**config.mk**
```make
export PLATFORM = sky130hd
export DESIGN_NAME = mmu_bus_sequencer
export DESIGN_NICKNAME = d
export VERILOG_FILES = /design/src/rtl/mmu_bus_pkg.sv /design/src/rtl/rr_arbiter.sv /design/src/rtl/mmu_bus_sequencer.sv
export SDC_FILE = /design/constraint.sdc
export NUM_CORES = 1
export LEC_CHECK = 0
export ABC_AREA = 1
export BUFFER_PORTS_ARGS = -buffer_cell sky130_fd_sc_hd__buf_2
export CORE_AREA = 2 2 131 133
export CTS_BUF_LIST = sky130_fd_sc_hd__clkbuf_8
export DETAILED_ROUTE_END_ITERATION = 12
export DIE_AREA = 0 0 133 135
export GPL_TIMING_DRIVEN = 1
export HOLD_SLACK_MARGIN = 0.03
export PLACE_DENSITY = 0.86
export SETUP_SLACK_MARGIN = 0.05
export SYNTH_ARGS = -nofsm -noshare
export SYNTH_HDL_FRONTEND = slang
export SYNTH_SLANG_ARGS = --single-unit
```
**constraint.sdc**
```tcl
create_clock -name clk -period 2 [get_ports clk]
set_input_delay 0.2 -clock clk [delete_from_list [all_inputs] [get_ports clk]]
set_output_delay 0.2 -clock clk [all_outputs]
set_load 0.005 [all_outputs]
```
**src/rtl/mmu_bus_pkg.sv**
```systemverilog
// Shared encodings for the MMU bus sequencer: access types, response causes
// and sequencer states.
package mmu_bus_pkg;

  localparam logic [1:0] ACC_NONE = 2'd0;
  localparam logic [1:0] ACC_R    = 2'd1;
  localparam logic [1:0] ACC_W    = 2'd2;
  localparam logic [1:0] ACC_X    = 2'd3;

  localparam logic [1:0] CAUSE_OK   = 2'd0;
  localparam logic [1:0] CAUSE_XLAT = 2'd1;
  localparam logic [1:0] CAUSE_TMO  = 2'd2;

  typedef enum logic [1:0] {
    ST_IDLE   = 2'd0,
    ST_XLAT   = 2'd1,
    ST_ACCESS = 2'd2,
    ST_RESP   = 2'd3
  } state_t;

endpackage

```
**src/rtl/rr_arbiter.sv**
```systemverilog
// Combinational round-robin arbiter: first requester at or above ptr (mod N)
// wins. The pointer register belongs to the parent.
module rr_arbiter #(
  parameter int N = 2,
  localparam int IW = (N > 1) ? $clog2(N) : 1
) (
  input  logic [N-1:0]  req,
  input  logic [IW-1:0] ptr,
  output logic [N-1:0]  grant,
  output logic [IW-1:0] idx
);

  logic [IW:0]   sum_s;
  logic [IW-1:0] cand_s;
  logic          found_s;

  // Walk the ports starting at ptr and stop at the first active request
  always_comb begin
    grant   = {N{1'b0}};
    idx     = {IW{1'b0}};
    found_s = 1'b0;
    sum_s   = {(IW+1){1'b0}};
    cand_s  = {IW{1'b0}};
    for (int i = 0; i < N; i++) begin
      sum_s = {1'b0, ptr} + (IW+1)'(i);
      if (sum_s >= (IW+1)'(N)) begin
        sum_s = sum_s - (IW+1)'(N);
      end else begin
        sum_s = sum_s;
      end
      cand_s = sum_s[IW-1:0];
      if (!found_s && req[cand_s]) begin
        found_s       = 1'b1;
        grant[cand_s] = 1'b1;
        idx           = cand_s;
      end else begin
        found_s = found_s;
      end
    end
  end

endmodule

```
**src/rtl/mmu_bus_sequencer.sv**
```systemverilog
// Multi-port virtual-address bus sequencer: round-robin grant, MMU translation
// handshake, physical bus access with optional timeout, one-cycle response.
module mmu_bus_sequencer
  import mmu_bus_pkg::*;
#(
  parameter int N_PORTS = 2,
  parameter int ADDR_W  = 32,
  parameter int DATA_W  = 32,
  parameter int TIMEOUT = 255
) (
  input  logic                    clk,
  input  logic                    res_n,
  input  logic [2*N_PORTS-1:0]    req_type,
  input  logic [ADDR_W*N_PORTS-1:0] req_vaddr,
  input  logic [DATA_W*N_PORTS-1:0] req_wdata,
  output logic [N_PORTS-1:0]      req_ready,
  output logic [DATA_W-1:0]       req_rdata,
  output logic [1:0]              req_cause,
  output logic                    xlat_req,
  output logic [ADDR_W-1:0]       xlat_vaddr,
  output logic [1:0]              xlat_type,
  input  logic                    xlat_done,
  input  logic [ADDR_W-1:0]       xlat_paddr,
  input  logic                    xlat_fault,
  output logic [1:0]              mem_type,
  output logic [ADDR_W-1:0]       mem_addr,
  output logic [DATA_W-1:0]       mem_wdata,
  input  logic [DATA_W-1:0]       mem_rdata,
  input  logic                    mem_ready,
  output logic                    busy
);

  localparam int IW = (N_PORTS > 1) ? $clog2(N_PORTS) : 1;
  localparam int CW = (TIMEOUT > 1) ? $clog2(TIMEOUT) : 1;
  localparam logic [CW-1:0] CNT_LAST = CW'((TIMEOUT > 0) ? TIMEOUT - 1 : 0);

  state_t              state_r;
  logic [IW-1:0]       ptr_r;
  logic [IW-1:0]       grant_r;
  logic [DATA_W-1:0]   wdata_r;
  logic [CW-1:0]       cnt_r;

  logic [N_PORTS-1:0]  req_vec_s;
  logic [N_PORTS-1:0]  gnt_s;
  logic [IW-1:0]       gidx_s;
  logic [1:0]          sel_type_s;
  logic [ADDR_W-1:0]   sel_vaddr_s;
  logic [DATA_W-1:0]   sel_wdata_s;
  logic [N_PORTS-1:0]  ready_mask_s;

  rr_arbiter #(.N(N_PORTS)) u_arb (
    .req   (req_vec_s),
    .ptr   (ptr_r),
    .grant (gnt_s),
    .idx   (gidx_s)
  );

  // Request vector and one-hot AND-OR mux of the winning port's fields
  always_comb begin
    req_vec_s   = {N_PORTS{1'b0}};
    sel_type_s  = 2'b00;
    sel_vaddr_s = {ADDR_W{1'b0}};
    sel_wdata_s = {DATA_W{1'b0}};
    for (int i = 0; i < N_PORTS; i++) begin
      req_vec_s[i] = (req_type[2*i +: 2] != ACC_NONE);
      sel_type_s   = sel_type_s  | (req_type[2*i +: 2] & {2{gnt_s[i]}});
      sel_vaddr_s  = sel_vaddr_s | (req_vaddr[ADDR_W*i +: ADDR_W] & {ADDR_W{gnt_s[i]}});
      sel_wdata_s  = sel_wdata_s | (req_wdata[DATA_W*i +: DATA_W] & {DATA_W{gnt_s[i]}});
    end
    ready_mask_s          = {N_PORTS{1'b0}};
    ready_mask_s[grant_r] = 1'b1;
  end

  // Sequencer FSM; all outputs are registers, cleared the instant res_n falls
  always_ff @(posedge clk or negedge res_n) begin
    if (!res_n) begin
      state_r    <= ST_IDLE;
      ptr_r      <= {IW{1'b0}};
      grant_r    <= {IW{1'b0}};
      wdata_r    <= {DATA_W{1'b0}};
      cnt_r      <= {CW{1'b0}};
      req_ready  <= {N_PORTS{1'b0}};
      req_rdata  <= {DATA_W{1'b0}};
      req_cause  <= CAUSE_OK;
      xlat_req   <= 1'b0;
      xlat_vaddr <= {ADDR_W{1'b0}};
      xlat_type  <= ACC_NONE;
      mem_type   <= ACC_NONE;
      mem_addr   <= {ADDR_W{1'b0}};
      mem_wdata  <= {DATA_W{1'b0}};
      busy       <= 1'b0;
    end else begin
      case (state_r)
        ST_IDLE: begin
          if (|req_vec_s) begin
            grant_r    <= gidx_s;
            ptr_r      <= (gidx_s == IW'(N_PORTS - 1)) ? {IW{1'b0}} : gidx_s + IW'(1);
            xlat_type  <= sel_type_s;
            xlat_vaddr <= sel_vaddr_s;
            wdata_r    <= sel_wdata_s;
            xlat_req   <= 1'b1;
            busy       <= 1'b1;
            state_r    <= ST_XLAT;
          end else begin
            state_r <= ST_IDLE;
          end
        end
        ST_XLAT: begin
          if (xlat_done) begin
            xlat_req <= 1'b0;
            if (xlat_fault) begin
              req_ready <= ready_mask_s;
              req_rdata <= {DATA_W{1'b0}};
              req_cause <= CAUSE_XLAT;
              state_r   <= ST_RESP;
            end else begin
              mem_type  <= xlat_type;
              mem_addr  <= xlat_paddr;
              mem_wdata <= wdata_r;
              cnt_r     <= {CW{1'b0}};
              state_r   <= ST_ACCESS;
            end
          end else begin
            state_r <= ST_XLAT;
          end
        end
        ST_ACCESS: begin
          // mem_ready is tested first so a completion on the expiry cycle wins
          if (mem_ready) begin
            mem_type  <= ACC_NONE;
            mem_addr  <= {ADDR_W{1'b0}};
            mem_wdata <= {DATA_W{1'b0}};
            req_ready <= ready_mask_s;
            req_rdata <= mem_rdata;
            req_cause <= CAUSE_OK;
            state_r   <= ST_RESP;
          end else if ((TIMEOUT != 0) && (cnt_r == CNT_LAST)) begin
            mem_type  <= ACC_NONE;
            mem_addr  <= {ADDR_W{1'b0}};
            mem_wdata <= {DATA_W{1'b0}};
            req_ready <= ready_mask_s;
            req_rdata <= {DATA_W{1'b0}};
            req_cause <= CAUSE_TMO;
            state_r   <= ST_RESP;
          end else begin
            cnt_r <= cnt_r + CW'(1);
          end
        end
        ST_RESP: begin
          req_ready <= {N_PORTS{1'b0}};
          req_rdata <= {DATA_W{1'b0}};
          req_cause <= CAUSE_OK;
          busy      <= 1'b0;
          state_r   <= ST_IDLE;
        end
        default: begin
          state_r <= ST_IDLE;
        end
      endcase
    end
  end

endmodule

```
==> parameters.txt <==
Parameter                              Value

Global routing
  First-pass GRT wire length    38.0 mm
  Most utilized layer in the global route result    met2
  Global-route met3 utilization    under 10%
  Initial antenna violation count    1
  Global routing usage summed across all routing layers    a little over a quarter
  Met1 track demand over resource in global routing    between 30 and 40%
  Pin count of the biggest net entering global routing    just over 70
  Met2 routing resource usage after global routing    45.5%
  Remaining global-route overflow    0
  Via count of the first global-routing pass    between 7000 and 8000

Placement
  DPL Wire Length    about 16 mm
  Setup slack after placement    about 0.22 ns
  Placer's final routability congestion estimate    between 0.8 and 0.9
  Number of input and output port buffers inserted    around 340
  Placed cell areas    approximately 10000 um2

Run
  # Max-Cap Violations    0

Cells and area
  Finished layout cell area    11300 um2
  Area taken by flip-flops and latches    around 4600 um2
  Layout area overhead    39.0%
  Area used by multi-input combinational logic    about 3000 um2
  Nets    approximately 1600
  Share of cells above drive strength 1    27.6%
  Fill cell count    approximately 1200

Yosys
  Cell area after technology mapping    between 8000 and 9000 um2
  Number of enable flip-flop cells after synthesis    0
  Warnings from Yosys    0
  Mean instance size in the synthesized netlist    approximately 8 um2
  Top cell type's share of synthesized area    56.2%
  Top FF cell, synth    sky130_fd_sc_hd__dfrtp_1
  Number of instances in the synthesized netlist    between 1000 and 1500
  Post-synthesis async set-or-reset flop share    100%
  Sequential share of the synthesized area    a little under three fifths
  Synth Net Count    1237
  Number of synthesized register bits    approximately 180
  Commonest cells post-synth    532 x sky130_fd_sc_hd__nand2_1, 182 x sky130_fd_sc_hd__dfrtp_1, 96 x sky130_fd_sc_hd__o21ai_0
  Post-synthesis cell type with the largest combined area    sky130_fd_sc_hd__dfrtp_1
  Synth unique cells    27
  Cell types with the largest area share after synthesis    sky130_fd_sc_hd__dfrtp_1 56%, sky130_fd_sc_hd__nand2_1 25%, sky130_fd_sc_hd__o21ai_0 5.9%, sky130_fd_sc_hd__inv_1 3.6%, sky130_fd_sc_hd__o21ai_1 2.6%
  Most repeated cell in the gate-level netlist after synthesis    sky130_fd_sc_hd__nand2_1

STA
  Period Utilization, post-route    ~90%
  Max-Slew Margin vs Limit    between 60 and 70%
  Number of pins exceeding their max-slew limit in the final report    0
  Shortest period the worst path allows    between 1.5 and 2 ns
  Maximum frequency from static timing analysis    0.560 GHz
  Total of endpoints with negative setup slack in the final report    0
  Unrepaired setup endpoints after global routing    false
  Final hold violation count    0
  Max Clock Skew    approximately 0.021 ns
  Smallest setup slack after layout    ~0.21 ns
  Tightest Pin Transition    approximately 0.52 ns
  Setup TNS Final    0 ns

Worst hold path
  Type of the worst min-delay path    in -> reg

Route
  Detailed-route wire length per cell    14.6 um
  Final routed wirelength across all metal layers    about 24 mm
  Drt first pass iters    6
  Remaining number of nets flagged by the antenna check after routing    0
  Detailed-route via count    8063
  Number of vias per cell    approximately 4.8
  Drt initial violations    589
  DRC    0

Clocking
  Maximum buffer depth of the clock tree    2
  Postcts setup bufs    0
  Clock transition at the registers of the reported paths    around 0.090 ns
  CTS tree    yes
  Source-to-sink clock delay at the later pin of the worst-skew pair    around 0.46 ns
  Deepest level of the CTS H-tree    4
  # clock sinks    182
  Number of buffers created by CTS    17
  Root Buffer    sky130_fd_sc_hd__clkbuf_8

Floorplanning
  Floorplan Core Area    between 15000 and 20000 um2
  Initial standard-cell utilization of the core    between 40% and 50%
  Total Die Area    18000 um2
  I/O pin count    339
  FP Rows    47
  Die width    between 100 and 150 um
  Floorplan die height    between 100 and 150 um

Setup path
  Class of the most critical setup path    in -> reg
  Required arrival time at the worst endpoint    2.39 ns
  Max Fanout on Critical Path    56
  Worst Setup End Kind    flop
  Worst Path Arrival    2.18 ns
  Startpoint Class    input pin

Power and ir drop
  Worst-case vdd ir drop    1.07 mV
  Power density relative to cell area    ~1300 nW/um2
  Leakage power figure    approximately 6.5 nW

Status
  Outcome    complete, no violations
[through the flow]
stage	power (mW)	std cells	utilization, %	hold WS [ns]
6_report	15.0	1665	68.7	0.0496
5_1_grt	16.2	1665	68.7	0.0415
4_1_cts	15.0	1663	68.6	0.0303
3_5_place_dp	12.1	1553	61.1	0.150
3_3_place_gp	11.9	1553	61.1	0.152
2_1_floorplan	9.59	1034	-	-0.0956
[final cells by class]
type	count	share of cell area, %
tap	220	2.44
clock inverter	14	1.75
inverter	79	2.63
timing repair buffer	433	23.9
antenna	1	0.0222
multi-input combinational	718	26.7
sequential	182	40.4
clock buffer	18	2.20
[timing repair]
| action | CTS | global route |
|---|---|---|
| hold buffers | 78 | 1 |
| endpoints found under the hold margin | 182 | 1 |
| endpoints found under the setup margin | 0 | 8 |
| gates resized for setup | 0 | 1 |
[where the power goes]
| part | switching [mW] | internal [mW] |
|---|---|---|
| clock network | 1.33 | 1.41 |
| logic | 3.76 | 2.38 |
| registers | 0.920 | 5.21 |
| total | 6.01 | 9.00 |
[layout by cell type, fill, tap and decap left out]
| cell type | n |
|---|---|
| sky130_fd_sc_hd__nand2_1 | 532 |
| sky130_fd_sc_hd__buf_2 | 337 |
| sky130_fd_sc_hd__dfrtp_1 | 182 |
| sky130_fd_sc_hd__o21ai_0 | 96 |
| sky130_fd_sc_hd__dlygate4sd3_1 | 79 |
| sky130_fd_sc_hd__inv_1 | 78 |
| sky130_fd_sc_hd__o21ai_1 | 42 |
| sky130_fd_sc_hd__clkbuf_8 | 19 |
| sky130_fd_sc_hd__nor2_1 | 13 |
| sky130_fd_sc_hd__nand3_1 | 9 |
| sky130_fd_sc_hd__buf_4 | 9 |
| sky130_fd_sc_hd__buf_12 | 6 |
| sky130_fd_sc_hd__nor2_2 | 4 |
| sky130_fd_sc_hd__bufinv_16 | 4 |
| sky130_fd_sc_hd__a21oi_1 | 3 |
| sky130_fd_sc_hd__nand4_1 | 3 |
| sky130_fd_sc_hd__inv_6 | 3 |
| sky130_fd_sc_hd__inv_2 | 2 |
| sky130_fd_sc_hd__nor2_4 | 2 |
| sky130_fd_sc_hd__nand2_4 | 2 |
| sky130_fd_sc_hd__a31oi_1 | 2 |
| sky130_fd_sc_hd__ha_1 | 2 |
| sky130_fd_sc_hd__clkinvlp_4 | 2 |
| sky130_fd_sc_hd__inv_8 | 2 |
| sky130_fd_sc_hd__clkinv_2 | 2 |
| sky130_fd_sc_hd__diode_2 | 1 |
| sky130_fd_sc_hd__nand2_2 | 1 |
| sky130_fd_sc_hd__nand3_2 | 1 |
| sky130_fd_sc_hd__a21oi_4 | 1 |
| sky130_fd_sc_hd__o21bai_4 | 1 |
| sky130_fd_sc_hd__xor2_1 | 1 |
| sky130_fd_sc_hd__xnor2_1 | 1 |
| sky130_fd_sc_hd__nor3_1 | 1 |
| sky130_fd_sc_hd__o21a_1 | 1 |
| sky130_fd_sc_hd__buf_6 | 1 |
[path summary, 6_finish.rpt]
check	start	end	slack [ns]	depth (start not counted)
max	req_type[1]	wdata_r[16]	0.21	8
min	req_wdata[6]	wdata_r[6]	0.05	5
max reg2reg	cnt_r[0]	mem_wdata[30]	0.25	10
min reg2reg	req_cause[1]	req_cause[1]	0.47	2
max in group asynchronous	res_n	wdata_r[8]	1.13	3
min in group asynchronous	res_n	mem_addr[8]	0.24	2
[cell families (layout without fill, tap and decap cells)]
family	after synthesis	count (layout)	synth area share, %
AND/OR/NAND/NOR	568	568	27.0
flip-flops	182	182	56.2
other	0	1	0
buffers and inverters	134	544	7.05
adder cells (fa/ha/maj)	2	2	0.309
AO/OA/AOI/OAI	146	146	9.24
XOR/XNOR	2	2	0.216
[sequential cells by signal, indices dropped and copies added (netlist names), named ones only]
name and cells:
busy 1, wdata_r 32, grant_r 1, xlat_type 2
mem_addr 32, xlat_vaddr 32, state_r 1, ptr_r 1
req_rdata 32, mem_type 2, req_cause 2, cnt_r 8
mem_wdata 32, xlat_req 1, req_ready 2
[layer usage]
layer / wire length [um] / share of wire (%) / vias to the layer above
met2: 12000 / 49 / 360
met5: 0 / 0 / -
li1: - / - / 3977
met3: 1660 / 6.9 / 48
met4: 650 / 2.7 / 0
met1: 9980 / 41 / 3678
[worst max-delay path, stage by stage]
cell	delay, ns
sky130_fd_sc_hd__dlygate4sd3_1	0.52
sky130_fd_sc_hd__buf_2	0.14
sky130_fd_sc_hd__nor2_2	0.34
sky130_fd_sc_hd__o21bai_4	0.17
sky130_fd_sc_hd__buf_12	0.20
sky130_fd_sc_hd__o21ai_0	0.39
sky130_fd_sc_hd__nand2_1	0.09
sky130_fd_sc_hd__nand2_1	0.07
Note: power is estimated with default switching activity, not from simulation.
